[config.mk]
export PLATFORM = sky130hd
export DESIGN_NAME = vga_timing
export DESIGN_NICKNAME = d
export VERILOG_FILES = /design/src/rtl/vga_timing.sv
export SDC_FILE = /design/constraint.sdc
export NUM_CORES = 1
export LEC_CHECK = 0
export ABC_CLOCK_PERIOD_IN_PS = 4400
export CAP_MARGIN = 10
export CORE_MARGIN = 8
export CORE_UTILIZATION = 40
export CTS_BUF_LIST = sky130_fd_sc_hd__clkbuf_4
export CTS_CLUSTER_DIAMETER = 60
export CTS_CLUSTER_SIZE = 30
export DETAILED_ROUTE_END_ITERATION = 8
export MAX_ROUTING_LAYER = met4
export PLACE_DENSITY = 0.69
export SETUP_SLACK_MARGIN = 0.15
export SLEW_MARGIN = 20
export SYNTH_ARGS = -nofsm -noshare
export SYNTH_HDL_FRONTEND = slang
export SYNTH_SLANG_ARGS = --single-unit
[constraint.sdc]
create_clock -name clk_i -period 4.4 [get_ports clk_i]
set_input_delay 0.88 -clock clk_i [delete_from_list [all_inputs] [get_ports clk_i]]
set_output_delay 0.88 -clock clk_i [all_outputs]
set_load 0.03 [all_outputs]
[src/rtl/vga_timing.sv]
// vga_timing: raster timing generator (pixel tick, H/V phase FSMs, polarised syncs/blank, DE, line/frame pulses).
// Geometry is shadowed at run start and at each frame end; polarities are applied live.
module vga_timing #(
    parameter int VB_WIDTH = 16,
    parameter int TB_WIDTH = 8
) (
    input  logic                clk_i,
    input  logic                rst_i,
    input  logic                en_i,
    input  logic [7:0]          div_i,
    input  logic                hspol_i,
    input  logic                vspol_i,
    input  logic                blpol_i,
    input  logic [VB_WIDTH-1:0] hvlen_i,
    input  logic [VB_WIDTH-1:0] vvlen_i,
    input  logic [TB_WIDTH-1:0] hfp_i,
    input  logic [TB_WIDTH-1:0] hsn_i,
    input  logic [TB_WIDTH-1:0] hbp_i,
    input  logic [TB_WIDTH-1:0] vfp_i,
    input  logic [TB_WIDTH-1:0] vsn_i,
    input  logic [TB_WIDTH-1:0] vbp_i,
    output logic                pix_tick_o,
    output logic                hsync_o,
    output logic                vsync_o,
    output logic                blank_o,
    output logic                de_o,
    output logic [VB_WIDTH-1:0] pix_x_o,
    output logic [VB_WIDTH-1:0] pix_y_o,
    output logic                line_end_o,
    output logic                frame_end_o
);
    typedef enum logic [2:0] {IDLE, ACTIVE, FP, SYNC, BP} st_e;

    function automatic logic [VB_WIDTH-1:0] lim(st_e s, logic [VB_WIDTH-1:0] vis,
                                                logic [TB_WIDTH-1:0] fp, logic [TB_WIDTH-1:0] sn,
                                                logic [TB_WIDTH-1:0] bp);
        return s == ACTIVE ? vis : s == FP ? VB_WIDTH'(fp) : s == SYNC ? VB_WIDTH'(sn) : VB_WIDTH'(bp);
    endfunction

    function automatic st_e nxt(st_e s);
        return s == ACTIVE ? FP : s == FP ? SYNC : s == SYNC ? BP : ACTIVE;
    endfunction

    st_e                 h_st_q, h_st_d, v_st_q, v_st_d;
    logic [VB_WIDTH-1:0] hcnt_q, hcnt_d, vcnt_q, vcnt_d;
    logic [7:0]          div_cnt_q, div_cnt_d, div_sh_q, div_sh_d;
    logic [VB_WIDTH-1:0] hvl_sh_q, hvl_sh_d, vvl_sh_q, vvl_sh_d;
    logic [TB_WIDTH-1:0] hfp_sh_q, hfp_sh_d, hsn_sh_q, hsn_sh_d, hbp_sh_q, hbp_sh_d;
    logic [TB_WIDTH-1:0] vfp_sh_q, vfp_sh_d, vsn_sh_q, vsn_sh_d, vbp_sh_q, vbp_sh_d;
    logic                run, tick, h_last, v_last, line_end, frame_end, load;
    logic                tick_d, le_d, fe_d, de_d;

    always_comb begin
        run       = h_st_q != IDLE;
        tick      = run && div_cnt_q == div_sh_q;
        h_last    = hcnt_q == lim(h_st_q, hvl_sh_q, hfp_sh_q, hsn_sh_q, hbp_sh_q);
        v_last    = vcnt_q == lim(v_st_q, vvl_sh_q, vfp_sh_q, vsn_sh_q, vbp_sh_q);
        line_end  = tick && h_st_q == BP && h_last;
        frame_end = line_end && v_st_q == BP && v_last;
        // The new frame starts on the reload edge, so it already sees the new geometry.
        load      = en_i && (!run || frame_end);
        div_sh_d  = load ? div_i   : div_sh_q;
        hvl_sh_d  = load ? hvlen_i : hvl_sh_q;
        vvl_sh_d  = load ? vvlen_i : vvl_sh_q;
        hfp_sh_d  = load ? hfp_i   : hfp_sh_q;
        hsn_sh_d  = load ? hsn_i   : hsn_sh_q;
        hbp_sh_d  = load ? hbp_i   : hbp_sh_q;
        vfp_sh_d  = load ? vfp_i   : vfp_sh_q;
        vsn_sh_d  = load ? vsn_i   : vsn_sh_q;
        vbp_sh_d  = load ? vbp_i   : vbp_sh_q;
        h_st_d    = !en_i ? IDLE : !run ? ACTIVE : (tick && h_last) ? nxt(h_st_q) : h_st_q;
        v_st_d    = !en_i ? IDLE : !run ? ACTIVE : (line_end && v_last) ? nxt(v_st_q) : v_st_q;
        hcnt_d    = (!en_i || !run || (tick && h_last)) ? '0 : tick ? hcnt_q + VB_WIDTH'(1) : hcnt_q;
        vcnt_d    = (!en_i || !run || (line_end && v_last)) ? '0 : line_end ? vcnt_q + VB_WIDTH'(1) : vcnt_q;
        div_cnt_d = (!en_i || !run || tick) ? 8'd0 : div_cnt_q + 8'd1;
        tick_d    = h_st_d != IDLE && div_cnt_d == div_sh_d;
        le_d      = tick_d && h_st_d == BP && hcnt_d == lim(h_st_d, hvl_sh_d, hfp_sh_d, hsn_sh_d, hbp_sh_d);
        fe_d      = le_d && v_st_d == BP && vcnt_d == lim(v_st_d, vvl_sh_d, vfp_sh_d, vsn_sh_d, vbp_sh_d);
        de_d      = h_st_d == ACTIVE && v_st_d == ACTIVE;
    end

    always_ff @(posedge clk_i) begin
        if (rst_i) begin
            h_st_q      <= IDLE;
            v_st_q      <= IDLE;
            hcnt_q      <= '0;
            vcnt_q      <= '0;
            div_cnt_q   <= '0;
            div_sh_q    <= '0;
            hvl_sh_q    <= '0;
            vvl_sh_q    <= '0;
            hfp_sh_q    <= '0;
            hsn_sh_q    <= '0;
            hbp_sh_q    <= '0;
            vfp_sh_q    <= '0;
            vsn_sh_q    <= '0;
            vbp_sh_q    <= '0;
            pix_tick_o  <= 1'b0;
            hsync_o     <= 1'b0;
            vsync_o     <= 1'b0;
            blank_o     <= 1'b0;
            de_o        <= 1'b0;
            pix_x_o     <= '0;
            pix_y_o     <= '0;
            line_end_o  <= 1'b0;
            frame_end_o <= 1'b0;
        end else begin
            h_st_q      <= h_st_d;
            v_st_q      <= v_st_d;
            hcnt_q      <= hcnt_d;
            vcnt_q      <= vcnt_d;
            div_cnt_q   <= div_cnt_d;
            div_sh_q    <= div_sh_d;
            hvl_sh_q    <= hvl_sh_d;
            vvl_sh_q    <= vvl_sh_d;
            hfp_sh_q    <= hfp_sh_d;
            hsn_sh_q    <= hsn_sh_d;
            hbp_sh_q    <= hbp_sh_d;
            vfp_sh_q    <= vfp_sh_d;
            vsn_sh_q    <= vsn_sh_d;
            vbp_sh_q    <= vbp_sh_d;
            pix_tick_o  <= tick_d;
            hsync_o     <= (h_st_d == SYNC) ^ hspol_i;
            vsync_o     <= (v_st_d == SYNC) ^ vspol_i;
            blank_o     <= ~de_d ^ blpol_i;
            de_o        <= de_d;
            pix_x_o     <= h_st_d == ACTIVE ? hcnt_d : '0;
            pix_y_o     <= v_st_d == ACTIVE ? vcnt_d : '0;
            line_end_o  <= le_d;
            frame_end_o <= fe_d;
        end
    end
endmodule

### Yosys cells after proc, flatten, opt, wreduce, memory -nomap -nowiden

Cells that the tools add are included.
Widths: inputs -> output; s select.

| storage, ports and cells | value |
|---|---|
| register bits | 173 |
| bits of input ports | 94 |
| output and inout port bits | 39 |
| word-level logic and storage cells | 117 |

| operators by class | value |
|---|---|
| add/subtract/negate cells | 3 |
| equal/unequal tests | 22 |
| mux-type cells | 38 |
| bitwise operators | 6 |
| reductions and logical operators | 25 |

Operators with widths:

| kind | count |
|---|---|
| $mux 16 | 10 |
| $mux 8 | 16 |
| $eq 16x16->1 | 4 |
| $mux 3 | 12 |
| $add 16x1->16 const B | 2 |
| $eq 3x2->1 const B | 8 |
| $eq 8x8->1 | 2 |
| $logic_and 1x1->1 | 14 |
| $eq 3x1->1 const B | 4 |
| $eq 3x3->1 const B | 4 |
| $add 8x1->8 const B | 1 |
| $reduce_bool 3->1 | 2 |
| $logic_or 1x1->1 | 5 |
| $reduce_or 2->1 | 2 |
| $not 1->1 | 3 |
| $xor 1x1->1 | 3 |
| $logic_not 1->1 | 2 |

### Logic depth before layout (Yosys ltp)

| depth | value |
|---|---|
| depth after elaboration | 18 |
| gate-level depth with buffers | 19 |
| depth with buffers taken out | 14 |

### Least setup slack after synthesis

OpenSTA, ideal clock, no wires.

| timing | value |
|---|---|
| path kind | reg2reg |
| from | reg h_st_q[0] |
| to | reg frame_end_o |
| setup time | 0.060 ns |
| data arrival time | 3.994 ns |
| required time | 4.340 ns |
| path slack | 0.345 ns |
| stages on the path, launching flop included | 17 |
| buffers on the path | 3 |
| clock period less this slack | 4.055 ns |
| path through | dfxtp_1 > buf_4 > or3b_1 > nor4bb_1 > or4_4 > nor4b_4 > nand4_4 > or3_4 > a21oi_2 > buf_6 > buf_6 > mux2i_1 > nor3_1 > a211oi_1 > nand4_2 > a2111oi_4 > o2111a_1 |

| on the way | value |
|---|---|
| cells in the longest elaborated chain, start to end | 18 |
| elaborated cells between the ends (all ways) | 69 |
| classes of those cells | 16 x eq/ne; 32 x mux; 21 x reduce/logical |

RTL lines:

| element | line | RTL |
|---|---|---|
| start: declaration | 44 | `st_e h_st_q, h_st_d, v_st_q, v_st_d;` |
| start signal: assignment | 108 | `h_st_q <= h_st_d;` |
| parallel branches: the longest is 17 deep, another holds $mux 16 | -- |  |
| $logic_and 1x1->1 (*) | 78 | `fe_d = le_d && v_st_d == BP && vcnt_d == lim(v_st_d, vvl_sh_d, vfp_sh_d, vsn_sh_d, vbp_sh_d);` |
| end signal: assignment | 106 | `frame_end_o <= 1'b0;` |
| end signal: assignment | 130 | `frame_end_o <= fe_d;` |
| end: declaration | 30 | `output logic frame_end_o` |

Every way passes the cells marked *.
A chain may end at the register's enable or synchronous reset.

### Final worst setup path

| timing | value |
|---|---|
| from | reg v_st_q[0] |
| to | reg frame_end_o |

| on the way | value |
|---|---|
| cells in the longest elaborated chain, start to end | 16 |
| elaborated cells between the ends (all ways) | 48 |
| classes of those cells | 12 x eq/ne; 25 x mux; 11 x reduce/logical |

RTL lines:

| element | line | RTL |
|---|---|---|
| start: declaration | 44 |  |
| start signal: assignment | 109 | `v_st_q <= v_st_d;` |
| parallel branches: the longest is 15 deep, another holds $mux 16 | -- |  |
| $logic_and 1x1->1 (*) | 78 |  |

Marked as above.

==> impl_results.html <==
<table>
<tr><th>Metric</th><th>Value</th></tr>
<tr><th colspan="2">Timing</th></tr>
<tr><td>Final-report hold violation count</td><td>0</td></tr>
<tr><td>Total Negative Setup Slacks</td><td>-117 ps</td></tr>
<tr><td>Post-route setup slack</td><td>-115 ps</td></tr>
<tr><td>Slew at the pin closest to its max-slew limit</td><td>1010 ps</td></tr>
<tr><td>Slew margin rel.</td><td>32.6%</td></tr>
<tr><td>Post-Route Hold Slack</td><td>505 ps</td></tr>
<tr><td>Setup violation total in the final timing report</td><td>2</td></tr>
<tr><td>Final period demand of the worst path</td><td>4520 ps</td></tr>
<tr><td>Final period util</td><td>103%</td></tr>
<tr><td>Total count of max-transition violations in the final report</td><td>0</td></tr>
<tr><td>RSZ-0062 raised after global routing</td><td>yes</td></tr>
<tr><td>Post-Route Skew</td><td>23.8 ps</td></tr>
<tr><td>Fmax achieved</td><td>0.221 GHz</td></tr>
<tr><th colspan="2">Final layout</th></tr>
<tr><td>Ratio of cells with drive above 1 in the final layout</td><td>28.8%</td></tr>
<tr><td>Final non-filler cell area</td><td>15,200 um2</td></tr>
<tr><td>Commonest non-fill, non-tap cells in the layout</td><td>283 x sky130_fd_sc_hd__buf_4, 167 x sky130_fd_sc_hd__dfxtp_1, 155 x sky130_fd_sc_hd__nor2_1</td></tr>
<tr><td>Most common library cell in the layout ignoring fill and taps</td><td>sky130_fd_sc_hd__buf_4</td></tr>
<tr><td>Nets</td><td>1,748</td></tr>
<tr><td>Final design utilization</td><td>58.8%</td></tr>
<tr><td>Area growth, synth to finish</td><td>46.4%</td></tr>
<tr><th colspan="2">Logic synthesis</th></tr>
<tr><td>Post-synthesis cell type with the largest combined area</td><td>sky130_fd_sc_hd__dfxtp_1</td></tr>
<tr><td>Sequential share of the synthesized area</td><td>33.5%</td></tr>
<tr><td>Distinct cell type count of the synthesized netlist</td><td>89</td></tr>
<tr><td>Number of enable flip-flop cells after synthesis</td><td>0</td></tr>
<tr><td>Number of register bits inferred by synthesis</td><td>173</td></tr>
<tr><td>Share of synthesized registers carrying an async set or reset</td><td>0%</td></tr>
<tr><td>Cell area after synthesis</td><td>10,400 um2</td></tr>
<tr><td>Largest cells by area after synthesis</td><td>sky130_fd_sc_hd__dfxtp_1 33%, sky130_fd_sc_hd__mux2i_1 6.2%, sky130_fd_sc_hd__nor2_1 5.7%, sky130_fd_sc_hd__nand2_1 4.1%, sky130_fd_sc_hd__xnor2_1 3.9%</td></tr>
<tr><td>Warnings from Yosys</td><td>0</td></tr>
<tr><td>Synthesized Nets</td><td>1,380</td></tr>
<tr><td>Post-synthesis area per instance</td><td>8.07 um2</td></tr>
<tr><td>Synth Instances</td><td>1,283</td></tr>
<tr><td>Ys flop type</td><td>sky130_fd_sc_hd__dfxtp_1</td></tr>
<tr><td>Area fraction of the dominant cell type after synthesis</td><td>33.5%</td></tr>
<tr><th colspan="2">Detailed routing</th></tr>
<tr><td>Detailed Route WL</td><td>41,300 um</td></tr>
<tr><td>Total met3 wirelength after detailed routing</td><td>2600 um</td></tr>
<tr><td>First-pass DRT Iterations</td><td>5</td></tr>
<tr><td>Vias/cell</td><td>5.79</td></tr>
<tr><td>Post-route ant nets</td><td>0</td></tr>
<tr><td>Average wire per standard cell</td><td>20.7 um</td></tr>
<tr><td>Remaining DRCs</td><td>0</td></tr>
<tr><td>Top routing layer in use</td><td>met4</td></tr>
<tr><td>First-iteration detailed-routing DRC count</td><td>981</td></tr>
<tr><td>Vias after detailed routing</td><td>11,600</td></tr>
<tr><td>Met2 routed WL</td><td>20,400 um</td></tr>
<tr><td>Total routed wire length on the met1 layer</td><td>16,700 um</td></tr>
<tr><th colspan="2">Placement</th></tr>
<tr><td>Dpl cell area</td><td>13,900 um2</td></tr>
<tr><td># port buffers</td><td>132</td></tr>
<tr><td>Weighted congestion at the end of routability-driven global placement</td><td>0.944</td></tr>
<tr><td>Post-detailed-placement half-perimeter wirelength</td><td>31,400 um</td></tr>
<tr><th colspan="2">CTS</th></tr>
<tr><td>H-tree depth</td><td>4</td></tr>
<tr><td>TritonCTS clock tree</td><td>done</td></tr>
<tr><td>Insertion delay to the later sink of the worst-skew pair</td><td>610 ps</td></tr>
<tr><td>Post-CTS Hold Buffers</td><td>0</td></tr>
<tr><td>Number of clock sinks</td><td>173</td></tr>
<tr><td>Root buffer cell</td><td>sky130_fd_sc_hd__clkbuf_4</td></tr>
<tr><td>Clock slew at reported path FFs</td><td>160 ps</td></tr>
<tr><td>Clock Tree Buf Depth</td><td>2</td></tr>
<tr><td>TritonCTS buffer count</td><td>17</td></tr>
<tr><th colspan="2">Power</th></tr>
<tr><td>Net switching power</td><td>1.12 mW</td></tr>
<tr><td>Static power due to leakage</td><td>5.73 nW</td></tr>
<tr><td>Pwr dens</td><td>232 nW/um2</td></tr>
<tr><td>Max IR drop VDD</td><td>0.000140 V</td></tr>
<tr><td>Share of total power in sequential cells</td><td>47.7%</td></tr>
<tr><td>Cell-internal power</td><td>2.40 mW</td></tr>
<tr><td>Switching share of power</td><td>31.7%</td></tr>
<tr><td>Clock group share of total power</td><td>28.3%</td></tr>
<tr><td>Share of total power in combinational logic</td><td>24.0%</td></tr>
<tr><th colspan="2">Critical path</th></tr>
<tr><td>Slack of the worst reg-to-reg path</td><td>-120 ps</td></tr>
<tr><td>Launch point of the worst reg-to-reg path</td><td>v_st_q[0]$_SDFF_PP0_</td></tr>
<tr><td>Kind of start point of the critical path</td><td>register</td></tr>
<tr><td>End point of the critical path</td><td>frame_end_o$_SDFF_PP0_</td></tr>
<tr><td>Worst endpoint data arrival time</td><td>5080 ps</td></tr>
<tr><td>Category of the most critical setup path</td><td>register to register</td></tr>
<tr><td>Critical path origin</td><td>v_st_q[0]$_SDFF_PP0_</td></tr>
<tr><td>Path depth of the worst reg2reg path</td><td>19</td></tr>
<tr><td>Crit path capture type</td><td>register</td></tr>
<tr><td>CP max FO</td><td>16</td></tr>
<tr><td>Required time of the critical path</td><td>4960 ps</td></tr>
<tr><td>Capture point of the worst reg-to-reg path</td><td>frame_end_o$_SDFF_PP0_</td></tr>
<tr><th colspan="2">Floorplan</th></tr>
<tr><td>Overall die height</td><td>177 um</td></tr>
<tr><td>Starting density of the core</td><td>40.2%</td></tr>
<tr><td>Area of the die</td><td>31,300 um2</td></tr>
<tr><td>Number of placement rows</td><td>59</td></tr>
<tr><td>Area of the core region</td><td>25,800 um2</td></tr>
<tr><td>Horizontal extent of the die</td><td>177 um</td></tr>
<tr><td>IO Pins</td><td>133</td></tr>
<tr><th colspan="2">GRT</th></tr>
<tr><td>Initial antenna violation count</td><td>1</td></tr>
<tr><td>Largest net degree at the start of global routing</td><td>86</td></tr>
<tr><td>Global-route wire length before repair</td><td>62,800 um</td></tr>
<tr><td>Total congestion overflow</td><td>0</td></tr>
<tr><td>Via count of the first global-routing pass</td><td>11,200</td></tr>
<tr><td>Overall routing resource usage</td><td>26.2%</td></tr>
<tr><th colspan="2">Worst hold path</th></tr>
<tr><td>Launch instance of the worst min-delay path</td><td>vvl_sh_q[4]$_SDFF_PP0_</td></tr>
<tr><td>Hold Path Stages</td><td>2</td></tr>
<tr><td>HP Class</td><td>register to register</td></tr>
<tr><th colspan="2">Outcome</th></tr>
<tr><td>Status</td><td>finished with violations</td></tr>
<tr><td>Violated checks</td><td>setup timing</td></tr>
<tr><th colspan="2">Job</th></tr>
<tr><td>Number of violations of the max-capacitance limit</td><td>0</td></tr>
</table>
-- cells in the mapped netlist, types with 7 or more instances --
master                        n
sky130_fd_sc_hd__mux2_2      11
sky130_fd_sc_hd__and2_1       7
sky130_fd_sc_hd__nand3_1     41
sky130_fd_sc_hd__nand4_1     21
sky130_fd_sc_hd__or3_1        9
sky130_fd_sc_hd__o2bb2ai_1   10
sky130_fd_sc_hd__clkbuf_1    61
sky130_fd_sc_hd__dfxtp_1    173
sky130_fd_sc_hd__xnor2_1     46
sky130_fd_sc_hd__or3b_1       8
sky130_fd_sc_hd__nor2_1     157
sky130_fd_sc_hd__xor2_1      22
sky130_fd_sc_hd__nor4bb_1    11
sky130_fd_sc_hd__and3_1      26
sky130_fd_sc_hd__nand2_1    112
sky130_fd_sc_hd__a21oi_1     72
sky130_fd_sc_hd__nand2b_1    26
sky130_fd_sc_hd__o21ai_0     23
sky130_fd_sc_hd__mux2i_1     64
sky130_fd_sc_hd__buf_2       16
sky130_fd_sc_hd__nor4_1      24
sky130_fd_sc_hd__o22ai_1     22
sky130_fd_sc_hd__a31oi_1     25
sky130_fd_sc_hd__inv_1       21
sky130_fd_sc_hd__nor3_1      63
sky130_fd_sc_hd__buf_6        7
sky130_fd_sc_hd__o32ai_1     12
sky130_fd_sc_hd__nor2b_1     17
sky130_fd_sc_hd__or2_2        9
-- worst max-delay path: stages, from the launching register on --
cell and delay [ps]:
sky130_fd_sc_hd__dfxtp_4 420, sky130_fd_sc_hd__buf_12 130, sky130_fd_sc_hd__or3b_4 390, sky130_fd_sc_hd__buf_6 150, sky130_fd_sc_hd__o32a_1 190, sky130_fd_sc_hd__nand4bb_1 250, sky130_fd_sc_hd__or4_4 550, sky130_fd_sc_hd__or3_4 380
sky130_fd_sc_hd__a21oi_4 210, sky130_fd_sc_hd__buf_6 140, sky130_fd_sc_hd__buf_12 120, sky130_fd_sc_hd__buf_12 160, sky130_fd_sc_hd__buf_4 130, sky130_fd_sc_hd__mux2i_1 260, sky130_fd_sc_hd__a21oi_1 110, sky130_fd_sc_hd__o22ai_1 190
sky130_fd_sc_hd__xor2_1 110, sky130_fd_sc_hd__nor3_1 220, sky130_fd_sc_hd__buf_4 160, sky130_fd_sc_hd__o2111a_1 170
-- registers in the layout, indices dropped and copies added, names as in the netlist, 3 cells and up --
signal,count
div_cnt_q,8
div_sh_q,8
h_st_q,3
hbp_sh_q,8
hcnt_q,16
hfp_sh_q,8
hsn_sh_q,8
hvl_sh_q,16
pix_x_o,16
pix_y_o,16
v_st_q,3
vbp_sh_q,8
vcnt_q,16
vfp_sh_q,8
vsn_sh_q,8
vvl_sh_q,16
-- power groups by stage --
stage               clock network, mW  logic (mW)  registers (mW)
CTS                              1.02       0.784            1.67
detailed placement                  0       0.738            1.70
floorplan                           0       0.374            1.69
finish                          0.996       0.844            1.68
global placement                    0       0.732            1.70
global route                     1.08       0.897            1.68
-- stage by stage --
stage	total power, mW	instances	setup slack, ps
6_report	3.52	2001	-115
5_1_grt	3.66	2001	-342
4_1_cts	3.47	1979	-166
3_5_place_dp	2.44	1934	-492
3_3_place_gp	2.44	1934	-438
2_1_floorplan	2.06	1283	345
-- repair_timing --
item	4_1_cts	5_1_grt
gates cloned	1	2
setup buffers	12	18
endpoints found under the setup margin	2	2
gates resized for setup	60	81
pin swaps	22	39
-- area by class of cell --
type	instances	area (um2)
tap	335	419
antenna	2	5.00
multi-input combinational	996	6980
clock buffer	17	128
sequential	173	3480
fill	2299	10600
clock inverter	15	159
timing repair buffer	442	3910
inverter	21	78.8
-- worst min path at each step --
| stage | endpoint | slack, ps |
|---|---|---|
| after floorplan | vvl_sh_q[4]$_SDFF_PP0_ | 440 |
| after global placement | vvl_sh_q[4]$_SDFF_PP0_ | 470 |
| after detailed placement | vsn_sh_q[7]$_SDFF_PP0_ | 470 |
| after CTS | vvl_sh_q[4]$_SDFF_PP0_ | 500 |
| after global routing | vsn_sh_q[7]$_SDFF_PP0_ | 520 |
| final | vvl_sh_q[4]$_SDFF_PP0_ | 500 |
-- logic make-up after synthesis --
family	count (synthesis)	synth area share, %
buf+inv	114	5.02
mux	79	7.86
fa+ha+maj	3	0.363
xor+xnor	68	5.75
flops	173	33.5
simple gates	576	29.2
compound gates	270	18.4
-- per-layer routing --
metal	vias to the layer above	GRT usage, %
li1	5432	-
met1	5511	30.9
met2	544	44.6
met3	101	3.73
met4	0	10.2
met5	-	-
Note: power is estimated with default switching activity, not from simulation.
==> RTL change 1 (config.mk and constraints unchanged) <==
Set the parameter `TB_WIDTH` to 9 (it was 8).
--- a/src/rtl/vga_timing.sv
+++ b/src/rtl/vga_timing.sv
@@ -3,5 +3,5 @@
 module vga_timing #(
     parameter int VB_WIDTH = 16,
-    parameter int TB_WIDTH = 8
+    parameter int TB_WIDTH = 9
 ) (
     input  logic                clk_i,
Interface: changed (6 resized); port bits go from 133 to 139. The function was not compared with the original's and may differ.
==> RTL change 1 against the unedited design <==
- the flow still finishes with violations (negative setup slack)
- maximum frequency grew 0.44%
- core utilization shrank 3.2 points
- sequential cell count grew 6
- area after synthesis shrank 0.46%
- count of clock-buffer cells in the layout grew 1
- critical path type unchanged
- total power shrank 3.4%
- largest cell class unchanged
- clock skew grew 0.013 ns
- routed wire length shrank 7.9%
- cell area shrank 7.3%
- worst setup slack gained 0.020 ns
==> RTL change 1: results (changes against the unedited design) <==
| Metric | Value |
|---|---|
| CTS H-tree depth | `4 (unchanged)` |
| Number of post-CTS setup repair buffers | `4 (-8)` |
| Worst R2R End | `frame_end_o` |
| Port-buffer cells | `138 (+4.5%)` |
| DP Wirelength | `30.02 mm (-4.4%)` |
| Largest net degree at the start of global routing | `65 (-24%)` |
| WP data arrival | `5.03 ns (-0.05 ns)` |
| Leakage power figure | `5.337 nW (-6.9%)` |
| WL per Instance | `19.46 um (-5.7%)` |
| PnR worst setup slack | `-0.09541 ns (+0.01968 ns)` |
| HP Class | `reg2reg` |
| Layout cell share with drive strength beyond 1 | `20.81% (-8.0 points)` |
| Worst hold stages | `2 (unchanged)` |
| Hold Path End | `hvl_sh_q[2]` |
| Fill count | `2454 (+6.7%)` |
| Dpl ws | `-0.3526 ns (+0.1392 ns)` |
| Clk buf depth | `2 (unchanged)` |
| Initial antenna violation count | `2 (+1)` |
| Slew headroom | `52.85% (+20 points)` |
| Post-synthesis mux area share | `6.023% (-1.8 points)` |
| Synth cell types | `92 (+3.4%)` |
| Peak VDD IR | `0.1422 mV (+1.2%)` |
| Register area share after synthesis | `34.78% (+1.3 points)` |
| Final Wtd Congestion | `0.9607 (+1.7%)` |
| Syn. warnings | `0 (unchanged)` |
| First-pass GRT wire length | `59.37 mm (-5.5%)` |
| Ranking of synthesized cells by area | `dfxtp_1 (35%), nand2_1 (7.3%), nor2_1 (5.2%)` |
| Skew-Pair Late Insertion Delay | `0.61 ns (about the same)` |
| Final #Nets | `1714 (-1.9%)` |
| Setup Skew | `0.03664 ns (+0.01289 ns)` |
| R2r startpoint | `v_st_q[2]` |
| Hold slack | `0.4863 ns (-0.01848 ns)` |
| Post-synth top cells | `nand2_1 (201), dfxtp_1 (179), nor2_1 (143)` |
| Failing checks | `negative setup slack` |
| Reg2reg path depth | `16 (-3)` |
| Root buffer cell | `clkbuf_4` |
| Internal Power | `2.290 mW (-4.6%)` |
| First-pass iteration count of the detailed router | `7 (+2)` |
| Crit Path Max Fanout | `4 (-12)` |
| Clock transition at path regs | `0.19 ns (+0.03 ns)` |
| Mapped Nets | `1414 (+2.5%)` |
| Vias in the first global route | `10460 (-6.8%)` |
| Compound-cell area share of the yosys netlist | `18.18% (-0.21 points)` |
| Resized Gates After CTS | `24 (-60%)` |
| Via count | `11020 (-4.9%)` |
| Crit Path Category | `reg2reg` |
| Placed cell areas | `13520 um^2 (-2.6%)` |
| Status | `complete, but fails checks` |
| Initial DRC Count | `1308 (+33%)` |
| Total track usage | `24.86% (-1.4 points)` |
| XOR/XNOR share of the synthesized area | `7.310% (+1.6 points)` |
| Hold path start | `hvl_sh_q[2]` |
| Finish-stage setup viols | `1 (-1)` |
| Adder-Cell Fraction of Synth Area | `0.3643% (+0.0017 points)` |
-- RTL change 1: critical path: stages, from the launching register on --
cell       delay (ns)
dfxtp_2          0.36
buf_4            0.13
buf_4            0.14
nand2_1          0.07
o21ai_2          0.06
or3_1            0.38
a2111o_1         0.39
or4_4            0.43
or3_4            0.43
a21oi_4          0.17
buf_12           0.13
mux2_4           0.30
a221oi_2         0.29
xor2_1           0.12
o31a_1           0.25
or4b_4           0.57
a2111oi_4        0.19
-- RTL change 1: cell families (layout without fill, tap and decap cells) --
family,after synthesis,in the layout
simple gates,592,592
compound gates,273,273
flops,179,179
buf+inv,118,431
xor+xnor,86,86
mux,60,60
fa+ha+maj,3,3
other cells,0,2
-- RTL change 1: layer usage --
layer	vias up	global-route usage (%)	wire, um
met5	-	-	0
met4	0	7.285	745
met3	51	5.063	3312
met2	480	34.88	15900
met1	5226	35.20	18120
li1	5262	-	-
-- RTL change 1: power by group through the flow --
stage | clock network [mW] | registers (mW) | logic (mW)
floorplan | 0 | 1.75 | 0.336
global placement | 0 | 1.76 | 0.645
detailed placement | 0 | 1.76 | 0.651
CTS | 0.996 | 1.73 | 0.667
global route | 1.07 | 1.74 | 0.733
finish | 0.983 | 1.73 | 0.682
-- RTL change 1: area by class of cell --
type	count	area (um^2)	share of cell area, %
inverters	30	112.6	0.8014
repair buffers	369	3248	23.12
multi-input cells	1014	6391	45.49
flip-flops and latches	179	3591	25.56
clock inverters	14	155.1	1.104
diodes	2	5.005	0.03562
well taps	330	412.9	2.939
clock buffers	18	135.1	0.9617
-- RTL change 1: stage by stage --
stage,TNS [ns],cells
floorplan,-0.002097,1311
global placement,-0.3462,1918
detailed placement,-0.5024,1918
CTS,-0.1111,1954
global route,-0.4029,1956
finish,-0.09541,1956
==> RTL change 2 (config.mk and constraints unchanged) <==
Made on the original files. Make the reset (`rst_i`) asynchronous in one clocked block.
--- a/src/rtl/vga_timing.sv
+++ b/src/rtl/vga_timing.sv
@@ -80,5 +80,5 @@
     end
 
-    always_ff @(posedge clk_i) begin
+    always_ff @(posedge clk_i or posedge rst_i) begin
         if (rst_i) begin
             h_st_q      <= IDLE;
Function: differs if rst_i is asserted again (counterexample within 4 cycles, from zero or initial values and one cycle with rst_i high); with rst_i held inactive, the same outputs for 10 cycles.
==> RTL change 2 against the unedited design <==
- the run still ends with negative setup slack left
- count of clock-buffer cells in the layout rose by 1
- sequential cell count is the same
- critical path type unchanged
- synthesized cell count fell by 22%
- routed wire length down 28%
- area after synthesis down 9.4%
- critical endpoint is now frame_end_o
- critical path depth shrank 2
- cell area shrank 18%
- total power fell by 3.8%
- worst setup slack better by 0.044 ns
- worst hold slack improved by 0.015 ns
==> RTL change 2: results (changes against the unedited design) <==
| Metric | Value |
|---|---|
| Final Wtd Congestion | `0.9851 (+4.3%)` |
| Dpl cells | `1527 (-21%)` |
| Setup Skew | `0.02744 ns (+0.003686 ns)` |
| Async set or reset register ratio after synthesis | `100.0% (+100 points)` |
| Skew-Pair Late Insertion Delay | `0.59 ns (-0.02 ns)` |
| Layout Cells excl Fill | `1573 (-21%)` |
| Ranking of synthesized cells by area | `dfrtp_1 (46%), nand2_1 (7.0%), mux2_2 (4.8%)` |
| First-pass GRT wire length | `47.15 mm (-25%)` |
| Vias/cell | `5.348 (-7.7%)` |
| First-pass iteration count of the detailed router | `6 (+1)` |
| Register area share after synthesis | `46.16% (+13 points)` |
| Largest net degree at the start of global routing | `59 (-31%)` |
| Crit Path Max Fanout | `6 (-10)` |
| Placed cell areas | `11940 um^2 (-14%)` |
| DP Wirelength | `23.03 mm (-27%)` |
| Mapped Nets | `1095 (-21%)` |
| Mapped Cells | `998 (-22%)` |
| Failing checks | `negative setup slack` |
| Clock transition at path regs | `around 0.17 ns` |
| PnR worst setup slack | `-0.07061 ns (+0.04448 ns)` |
| Initial DRC Count | `575 (-41%)` |
| Final #Nets | `1336 (-24%)` |
| Total track usage | `21.59% (-4.6 points)` |
| Post-synth top cells | `nand2_1 (175), dfrtp_1 (173), nor2_1 (87)` |
| Worst-margin pin slew | `0.8383 ns (-0.1723 ns)` |
| Finish-stage setup viols | `1 (-1)` |
| Layout cell share with drive strength beyond 1 | `20.37% (-8.5 points)` |
| Peak VDD IR | `0.1622 mV (+15%)` |
| WP data arrival | `4.99 ns (-0.09 ns)` |
| Synth cell types | `82 (-7.9%)` |
| WL per Instance | `19.03 um (-7.8%)` |
| Fill count | `2188 (-4.8%)` |
| Vias in the first global route | `8553 (-24%)` |
| Status | `complete, but fails checks` |
RTL change 2: cells by family (layout without fill, tap and decap cells):
group                      after synthesis  after routing  share of synthesized area, %
AOI/OAI and AO/OA                      155            156                         11.89
xor gates and xnor gates                80             80                         7.551
muxes                                   69             69                         7.924
other                                    0              2                             0
buffers and inverters                   91            344                         4.255
adders and majority gates                3              3                        0.4003
and+or+nand+nor                        427            427                         21.82
DFF                                    173            173                         46.16
RTL change 2: routing by layer:
metal  vias up  wire (um)  GRT usage, %
li1       3980          -             -
met1      4105      13090         27.62
met2       274      14580         34.79
met3        53       1499         3.494
met4         0        765         6.656
met5         -          0             -
RTL change 2: cell type report:
class                      instances  share of cell area [%]
inverter                          41                   1.263
clock inverter                    14                  0.8819
timing repair buffer             271                   20.17
tap                              319                   3.197
clock buffer                      18                   1.082
multi-input combinational        735                   38.69
sequential                       173                   34.68
antenna                            2                 0.04009
RTL change 2: worst max-delay path: stages, from the launching register on:
cell      delay [ns]
dfrtp_1         0.43
buf_6           0.12
or3b_4          0.25
buf_4           0.12
nor2_1          0.04
o32a_1          0.30
a2111o_1        0.30
or4_4           0.45
buf_6           0.15
nor3_4          0.23
a41o_4          0.34
buf_6           0.15
mux2_4          0.32
xor2_2          0.14
nor4_1          0.28
and4_2          0.34
o2111a_2        0.25
and4_1          0.17
RTL change 2: timing repair:
| item | 4_1_cts | 5_1_grt |
|---|---|---|
| gates cloned | 0 | 2 |
| endpoints found under the setup margin | 3 | 3 |
| pin swaps | 9 | 1 |
| gates resized for setup | 35 | 11 |
| buffers inserted | 4 | 6 |
RTL change 2: where the power goes:
part | internal, mW | total [mW] | switching [mW]
Clock | 0.239 | 0.865 | 0.626
Combinational | 0.360 | 0.704 | 0.344
Sequential | 1.71 | 1.82 | 0.106
Total | 2.31 | 3.38 | 1.08
RTL change 2: final timing paths:
kind                             start     endpoint  slack [ns]  depth (start not counted)
setup / recovery             h_st_q[0]  frame_end_o       -0.07                         17
max in group asynchronous        rst_i  hbp_sh_q[7]        3.01                          3
min in group asynchronous        rst_i  vvl_sh_q[7]        0.66                          2
hold / removal             hvl_sh_q[1]  hvl_sh_q[1]        0.52                          2
hold reg to reg            hvl_sh_q[1]  hvl_sh_q[1]        0.52                          2
setup reg to reg             h_st_q[0]  frame_end_o       -0.07                         17
RTL change 2: stage by stage:
stage               utilization, %  worst slack (ns)  setup TNS [ns]
finish                       53.67          -0.07061        -0.07061
global route                 53.67           -0.1866         -0.4122
CTS                          53.09         -0.001174       -0.001174
detailed placement           51.31           -0.2997         -0.3785
global placement             51.31           -0.4081         -0.5651
floorplan                        -            0.2010               0
